--- config.mk ---
export PLATFORM = sky130hd
export DESIGN_NAME = env_st_rmw_sched_flat
export DESIGN_NICKNAME = d
export VERILOG_FILES = /design/src/rtl/env_st_rmw_sched_pkg.sv /design/src/rtl/env_st_rmw_sched_if.sv /design/src/rtl/env_st_rmw_sched_st_skid2.sv /design/src/rtl/env_st_rmw_sched.sv /design/src/flat_wrapper.sv
export SDC_FILE = /design/constraint.sdc
export NUM_CORES = 1
export LEC_CHECK = 0
export CAP_MARGIN = 30
export CELL_PAD_IN_SITES_DETAIL_PLACEMENT = 0
export CELL_PAD_IN_SITES_GLOBAL_PLACEMENT = 1
export CORE_MARGIN = 8
export CORE_UTILIZATION = 30
export DETAILED_ROUTE_END_ITERATION = 12
export GPL_TIMING_DRIVEN = 0
export PLACE_DENSITY = 0.8
export SLEW_MARGIN = 20
export SYNTH_ARGS = -nofsm -noshare
export SYNTH_HDL_FRONTEND = slang
export SYNTH_HIERARCHICAL = 1
export SYNTH_SLANG_ARGS = --single-unit
--- constraint.sdc ---
create_clock -name clk -period 3.3 [get_ports clk]
set_input_delay 0.33 -clock clk [delete_from_list [all_inputs] [get_ports clk]]
set_output_delay 0.33 -clock clk [all_outputs]
set_load 0.01 [all_outputs]
--- src/rtl/env_st_rmw_sched_pkg.sv ---
// Shared types and widths for the envelope-state read-modify-write scheduler.
// The state word is opaque here; only its width matters.
package env_sched_pkg;

    localparam int V_WIDTH         = 5;
    localparam int E_WIDTH         = 4;
    localparam int ADDR_W          = V_WIDTH + E_WIDTH;
    localparam int WIDTH_NUMERATOR = 37;
    localparam int WORD_W          = WIDTH_NUMERATOR + 16;
    localparam int OUT_W           = 4;

    typedef enum logic [1:0] {
        IDLE  = 2'd0,
        RUN   = 2'd1,
        DRAIN = 2'd2
    } sched_state_e;

    typedef struct packed {
        logic [ADDR_W-1:0] addr;
        logic [WORD_W-1:0] data;
    } st_entry_t;

endpackage

--- src/rtl/env_st_rmw_sched_if.sv ---
// RAM port and compute-stage handshake bundle; master is the scheduler side.
interface env_st_rmw_sched_if;
    import env_sched_pkg::*;

    logic              re;
    logic [ADDR_W-1:0] read_address;
    logic [WORD_W-1:0] memdata;
    logic              we;
    logic [ADDR_W-1:0] write_address;
    logic [WORD_W-1:0] data_out;
    logic              st_valid;
    logic              st_ready;
    logic [WORD_W-1:0] st_data;
    logic [ADDR_W-1:0] st_addr;
    logic              upd_valid;
    logic [WORD_W-1:0] upd_data;

    modport master (
        output re, read_address, we, write_address, data_out,
        output st_valid, st_data, st_addr,
        input  memdata, st_ready, upd_valid, upd_data
    );

    modport slave (
        input  re, read_address, we, write_address, data_out,
        input  st_valid, st_data, st_addr,
        output memdata, st_ready, upd_valid, upd_data
    );

endinterface

--- src/rtl/env_st_rmw_sched_st_skid2.sv ---
// Two-entry FIFO with a registered head; carries {addr, data} toward compute.
module st_skid2
    import env_sched_pkg::*;
(
    input  logic      clk,
    input  logic      reset_reg_N,
    input  logic      push,
    input  st_entry_t din,
    input  logic      ready,
    output logic      valid,
    output st_entry_t head,
    output logic [1:0] occ
);

    st_entry_t  head_r;
    st_entry_t  tail_r;
    logic [1:0] cnt_r;
    logic [1:0] cnt_nxt_s;
    logic       valid_r;
    logic       pop_s;

    assign pop_s = valid_r && ready;
    assign valid = valid_r;
    assign head  = head_r;
    assign occ   = cnt_r;

    // Next occupancy; a push into a full FIFO without a pop is dropped.
    always_comb begin
        cnt_nxt_s = cnt_r;
        case ({push, pop_s})
            2'b10:   cnt_nxt_s = (cnt_r == 2'd2) ? cnt_r : cnt_r + 2'd1;
            2'b01:   cnt_nxt_s = cnt_r - 2'd1;
            default: cnt_nxt_s = cnt_r;
        endcase
    end

    // Storage and head/valid registers.
    always_ff @(posedge clk) begin
        if (!reset_reg_N) begin
            head_r  <= '0;
            tail_r  <= '0;
            cnt_r   <= 2'd0;
            valid_r <= 1'b0;
        end else begin
            cnt_r   <= cnt_nxt_s;
            valid_r <= (cnt_nxt_s != 2'd0);
            if (pop_s) begin
                if (cnt_r == 2'd2) begin
                    head_r <= tail_r;
                    if (push) begin
                        tail_r <= din;
                    end
                end else if (push) begin
                    head_r <= din;
                end
            end else if (push) begin
                if (cnt_r == 2'd0) begin
                    head_r <= din;
                end else if (cnt_r == 2'd1) begin
                    tail_r <= din;
                end
            end
        end
    end

endmodule

--- src/rtl/env_st_rmw_sched.sv ---
// Sweeps the envelope state RAM in address order, hands each word to compute
// and writes the in-order updates back to the same addresses.
module env_st_rmw_sched
    import env_sched_pkg::*;
#(
    parameter int VOICES  = 32,
    parameter int V_OSC   = 8,
    parameter int O_ENVS  = 2,
    parameter int MAX_OUT = 4
) (
    input  logic               clk,
    input  logic               reset_reg_N,
    input  logic               sweep_start,
    output logic               sweep_busy,
    output logic               sweep_done,
    output logic               err,
    env_st_rmw_sched_if.master bus
);

    localparam int V_ENVS = O_ENVS * V_OSC;
    localparam int N      = VOICES * V_ENVS;
    localparam int CNT_W  = ADDR_W + 1;
    localparam logic [CNT_W-1:0] N_C   = CNT_W'(N);
    localparam logic [OUT_W-1:0] MAX_C = OUT_W'(MAX_OUT);

    sched_state_e      state_r;
    logic [CNT_W-1:0]  rd_cnt_r;
    logic [CNT_W-1:0]  wr_cnt_r;
    logic [OUT_W-1:0]  out_cnt_r;
    logic              pending_r;
    logic              busy_r;
    logic              done_r;
    logic              err_r;
    logic              we_r;
    logic [ADDR_W-1:0] wa_r;
    logic [WORD_W-1:0] dout_r;
    logic              rd_pend_r;
    logic [ADDR_W-1:0] rd_addr_d_r;

    logic              re_s;
    logic              upd_ok_s;
    logic              st_pop_s;
    logic [1:0]        occ_s;
    logic [1:0]        occ_eff_s;
    logic              fifo_valid_s;
    st_entry_t         fifo_head_s;
    st_entry_t         fifo_din_s;

    assign fifo_din_s = '{addr: rd_addr_d_r, data: bus.memdata};

    st_skid2 u_skid (
        .clk         (clk),
        .reset_reg_N (reset_reg_N),
        .push        (rd_pend_r),
        .din         (fifo_din_s),
        .ready       (bus.st_ready),
        .valid       (fifo_valid_s),
        .head        (fifo_head_s),
        .occ         (occ_s)
    );

    assign st_pop_s          = fifo_valid_s && bus.st_ready;
    assign upd_ok_s          = bus.upd_valid && (out_cnt_r != {OUT_W{1'b0}});
    assign bus.re            = re_s;
    assign bus.read_address  = rd_cnt_r[ADDR_W-1:0];
    assign bus.we            = we_r;
    assign bus.write_address = wa_r;
    assign bus.data_out      = dout_r;
    assign bus.st_valid      = fifo_valid_s;
    assign bus.st_data       = fifo_head_s.data;
    assign bus.st_addr       = fifo_head_s.addr;
    assign sweep_busy        = busy_r;
    assign sweep_done        = done_r;
    assign err               = err_r;

    // Read issue: the word popped this cycle frees its slot, which keeps one word per cycle.
    always_comb begin
        occ_eff_s = occ_s;
        if (st_pop_s) begin
            occ_eff_s = occ_s - 2'd1;
        end else begin
            occ_eff_s = occ_s;
        end
        re_s = 1'b0;
        if ((state_r == RUN) && (rd_cnt_r < N_C) && (out_cnt_r < MAX_C) &&
            ((occ_eff_s + {1'b0, rd_pend_r}) < 2'd2)) begin
            re_s = 1'b1;
        end else begin
            re_s = 1'b0;
        end
    end

    // Sweep FSM, counters and registered RAM/status outputs.
    always_ff @(posedge clk) begin
        if (!reset_reg_N) begin
            state_r     <= IDLE;
            rd_cnt_r    <= '0;
            wr_cnt_r    <= '0;
            out_cnt_r   <= '0;
            pending_r   <= 1'b0;
            busy_r      <= 1'b0;
            done_r      <= 1'b0;
            err_r       <= 1'b0;
            we_r        <= 1'b0;
            wa_r        <= '0;
            dout_r      <= '0;
            rd_pend_r   <= 1'b0;
            rd_addr_d_r <= '0;
        end else begin
            rd_pend_r   <= re_s;
            rd_addr_d_r <= rd_cnt_r[ADDR_W-1:0];
            case ({re_s, upd_ok_s})
                2'b10:   out_cnt_r <= out_cnt_r + 4'd1;
                2'b01:   out_cnt_r <= out_cnt_r - 4'd1;
                default: out_cnt_r <= out_cnt_r;
            endcase
            we_r <= upd_ok_s;
            if (upd_ok_s) begin
                wa_r   <= wr_cnt_r[ADDR_W-1:0];
                dout_r <= bus.upd_data;
            end
            if (bus.upd_valid && !upd_ok_s) begin
                err_r <= 1'b1;
            end
            done_r <= 1'b0;
            case (state_r)
                IDLE: begin
                    // A request merged while busy launches here, with busy held high.
                    if (sweep_start || pending_r) begin
                        state_r   <= RUN;
                        busy_r    <= 1'b1;
                        pending_r <= 1'b0;
                        rd_cnt_r  <= '0;
                        wr_cnt_r  <= '0;
                    end else begin
                        busy_r <= 1'b0;
                    end
                end
                RUN: begin
                    if (sweep_start) begin
                        pending_r <= 1'b1;
                    end
                    if (re_s) begin
                        rd_cnt_r <= rd_cnt_r + 10'd1;
                    end
                    if (upd_ok_s) begin
                        wr_cnt_r <= wr_cnt_r + 10'd1;
                    end
                    if (rd_cnt_r == N_C) begin
                        state_r <= DRAIN;
                    end
                end
                DRAIN: begin
                    if (sweep_start) begin
                        pending_r <= 1'b1;
                    end
                    if (upd_ok_s) begin
                        wr_cnt_r <= wr_cnt_r + 10'd1;
                    end
                    if (wr_cnt_r == N_C) begin
                        done_r  <= 1'b1;
                        state_r <= IDLE;
                    end
                end
                default: begin
                    state_r <= IDLE;
                end
            endcase
        end
    end

endmodule

--- src/flat_wrapper.sv ---
// flat-port wrapper written by rule: the top's interface ports become plain ports
module env_st_rmw_sched_flat import env_sched_pkg::*;
#(
    parameter int VOICES  = 32,
    parameter int V_OSC   = 8,
    parameter int O_ENVS  = 2,
    parameter int MAX_OUT = 4
)
  (clk, reset_reg_N, sweep_start, sweep_busy, sweep_done, err, bus_re, bus_read_address, bus_we, bus_write_address, bus_data_out, bus_st_valid, bus_st_data, bus_st_addr, bus_memdata, bus_st_ready, bus_upd_valid, bus_upd_data);
  env_st_rmw_sched_if bus_i ();
  input  logic clk;
  input  logic reset_reg_N;
  input  logic sweep_start;
  output logic sweep_busy;
  output logic sweep_done;
  output logic err;
  output wire logic [$bits(bus_i.re)-1:0] bus_re;
  output wire logic [$bits(bus_i.read_address)-1:0] bus_read_address;
  output wire logic [$bits(bus_i.we)-1:0] bus_we;
  output wire logic [$bits(bus_i.write_address)-1:0] bus_write_address;
  output wire logic [$bits(bus_i.data_out)-1:0] bus_data_out;
  output wire logic [$bits(bus_i.st_valid)-1:0] bus_st_valid;
  output wire logic [$bits(bus_i.st_data)-1:0] bus_st_data;
  output wire logic [$bits(bus_i.st_addr)-1:0] bus_st_addr;
  input wire logic [$bits(bus_i.memdata)-1:0] bus_memdata;
  input wire logic [$bits(bus_i.st_ready)-1:0] bus_st_ready;
  input wire logic [$bits(bus_i.upd_valid)-1:0] bus_upd_valid;
  input wire logic [$bits(bus_i.upd_data)-1:0] bus_upd_data;
  assign bus_re = bus_i.re;
  assign bus_read_address = bus_i.read_address;
  assign bus_we = bus_i.we;
  assign bus_write_address = bus_i.write_address;
  assign bus_data_out = bus_i.data_out;
  assign bus_st_valid = bus_i.st_valid;
  assign bus_st_data = bus_i.st_data;
  assign bus_st_addr = bus_i.st_addr;
  assign bus_i.memdata = bus_memdata;
  assign bus_i.st_ready = bus_st_ready;
  assign bus_i.upd_valid = bus_upd_valid;
  assign bus_i.upd_data = bus_upd_data;
  env_st_rmw_sched #(.VOICES(VOICES), .V_OSC(V_OSC), .O_ENVS(O_ENVS), .MAX_OUT(MAX_OUT)) u_core (.clk(clk), .reset_reg_N(reset_reg_N), .sweep_start(sweep_start), .sweep_busy(sweep_busy), .sweep_done(sweep_done), .err(err), .bus(bus_i));
endmodule
==> run metrics <==
status finished clean; Synth top area share between 40% and 50%; FF/Latch Area between 4000 and 5000 µm²; #FFs+latches synth 230; Worst EP arrival 2680 ps; top cells by area, synth dfxtp_1 48%, nand2_1 15%, mux2i_1 6.9%; H-tree Lvls 1; R2R Path Start u_core/state_r[1]; largest net degree at the start of global routing 14; CTS root buffer clkbuf_16; CTS Buf Count 26; Hold Crit Start reset_reg_N; Syn Inst Count ~1,200; FFs w/ async S/R, synth 0%; clk slew on worst S/H paths 60 ps; hold_buf cts 0; DR WL/cell around 16 µm; vias per cell about 4.7; CP Data Required Time slightly below 3000 ps; Worst-Skew Late Latency between 500 and 600 ps; DR pass1 iterations 5; Die H a little under 200 µm; share of layout cells above drive strength 1 6.861%; dpl cell area approximately 13,000 µm²; Lkg Pwr around 4.6 nW; Core ar. approximately 31,000 µm²; buffers added on ports around 250; placed insts ~1,800; Setup crit start kind flip-flop; CP Capture Type output pin; hold crit path type input pin to flip-flop; clk sinks 230; die width 194.5 µm; Die Area 37,840 µm²; EDFF count, synth 0; CTS max path bufs 3; utilization after layout approximately 43%; synthesized area 9562 µm²; Top-Level Pins 250; FP Rows 65; GRT Util Overall between 10% and 20%; Worst Max-Slew Pin Slew about 890 ps; Filler Cell Count between 3,000 and 4,000; routed via count between 8,000 and 9,000; Setup Viol. Count Final 0; PwrDens about 690 nW/µm²; area growth from synthesis to layout 40.09%; Worst Skew approximately 15 ps; cell taking the most area after synthesis dfxtp_1; vias in the first global route about 8,700; Ant. Diodes 0; Max Cap Viol 0; sequential share of the synthesized area between 40% and 50%; post-cts resize count 0; routability cong. around 0.8; Final min period between 3000 and 4000 ps; critical path type flip-flop to output pin; fin area between 10,000 and 15,000 µm²; Final WS setup around 290 ps; CP max FO 7; antenna violations before repair 0; Yosys cell types about 50; DRT antenna net count 0; drt first-iter violations 411; Nets 1,551; Total Wirelength 29,710 µm; Final Hold Viols 0; non-filler cells, final 1,845; DRC Markers 0; commonest non-fill, non-tap cell in the layout nand2_1; first-pass GRT wire length 47,580 µm; Synth Flop Type dfxtp_1; crit path launch u_core/state_r[1]; Slew Viols, Final 0; commonest non-fill, non-tap cells in the layout 393 x nand2_1, 248 x clkdlybuf4s50_1, 230 x dfxtp_1; RSZ-0062 raised after global routing no; setup_tns 0 ps; FMAX roughly 330 MHz; post-CTS setup buffer count 0; grt ovf 0; DPL Wire Length roughly 22,000 µm; DP Worst Slack 133.4 ps; Multi-input gate area 4274 µm²; Mapped Nets between 1,000 and 1,500; CTS tree built; fin crit share 91.17%; Syn Area/Cell slightly above 8 µm²; Rel. slew slack 40.21%; Initial Utilization 30.38%; Peak VDD IR 0.4701 mV; Warnings, synthesis 6
sequential cells by signal, indices dropped and copies added, names as in the netlist:
register	cells
u_core/bus.write_address	9
u_core/out_cnt_r	4
u_core/pending_r	1
u_core/err	1
u_core/wr_cnt_r	10
u_core/bus.data_out	53
u_core/u_skid/tail_r	62
u_core/sweep_busy	1
u_core/sweep_done	1
u_core/u_skid/valid	1
u_core/bus.we	1
u_core/rd_cnt_r	10
u_core/u_skid/head	62
u_core/u_skid/occ	2
u_core/state_r	2
u_core/rd_pend_r	1
u_core/rd_addr_d_r	9
Yosys cell counts, types with 2 or more instances:
cell type,count
nand4_1,6
o22ai_1,2
nand2b_1,4
nor3_1,5
nand3b_1,2
and3_1,3
a31oi_1,66
nor4b_1,2
buf_12,7
buf_4,18
mux2i_1,66
o31ai_1,2
dfxtp_1,230
a311oi_1,2
nor2_1,29
o21ai_0,72
ha_1,15
buf_1,6
nor4_1,8
o32ai_1,2
a21oi_1,71
nand3_1,10
xor2_1,3
nor3b_1,2
o221a_2,2
a221oi_1,5
nand2_1,393
o21a_1,2
clkbuf_1,40
xnor2_1,10
buf_2,14
nor2b_1,2
or3_1,3
inv_1,19
and2_1,4
buf_6,8
layout make-up:
type,count,share of cell area [%]
clock inverter,10,0.8500
tap,402,3.755
timing repair buffer,248,18.53
inverter,20,0.5604
sequential,230,34.37
multi-input combinational,807,31.91
buffer,92,4.512
clock buffer,36,5.511
report_power, final:
part / internal, W / total [W] / leakage [nW] / switching [W]
clock network: 0.00171 / 0.00288 / 0.421 / 0.00117
registers: 0.00315 / 0.00336 / 1.86 / 0.000217
logic: 0.00130 / 0.00295 / 2.37 / 0.00164
total: 0.00616 / 0.00919 / 4.65 / 0.00303
cells by family after synthesis:
family	synth area share, %
AND/OR/NAND/NOR	20.41
AO/OA/AOI/OAI	14.22
flip-flops	48.15
buffers and inverters	7.145
multiplexers	6.909
adder cells (fa/ha/maj)	1.963
XOR/XNOR	1.191
metrics by stage:
stage / total power [W] / hold WS (ps)
3_5_place_dp: 0.006401 / 445.1
3_3_place_gp: 0.006374 / 438.6
6_report: 0.009194 / 217.6
2_1_floorplan: 0.005072 / 431.6
5_1_grt: 0.009753 / 270.1
4_1_cts: 0.009331 / 197.2
worst max-delay path, cell delays in order, from the launching register on:
cell,delay [ps]
dfxtp_1,310
inv_1,140
ha_1,180
or4b_4,470
nor2_1,100
mux2i_1,110
inv_1,230
clkdlybuf4s50_1,610
routing by layer:
layer | part of all wire [%] | GRT usage [%] | vias up | wire, µm
li1 | - | - | 4406 | -
met1 | 43 | 18.31 | 4015 | 12770
met2 | 44 | 24.54 | 300 | 13170
met3 | 11 | 6.271 | 40 | 3207
met4 | 1.9 | 3.083 | 0 | 562
met5 | 0 | 0 | - | 0
final timing paths:
kind	cells past startpoint	slack, ps	to
hold / removal	3	220	u_core/rd_addr_d_r[6]
setup reg to reg	13	360	u_core/out_cnt_r[2]
setup / recovery	7	290	bus_re
hold reg to reg	2	450	u_core/bus.data_out[39]
No activity file was read; power rests on OpenSTA's default activity.
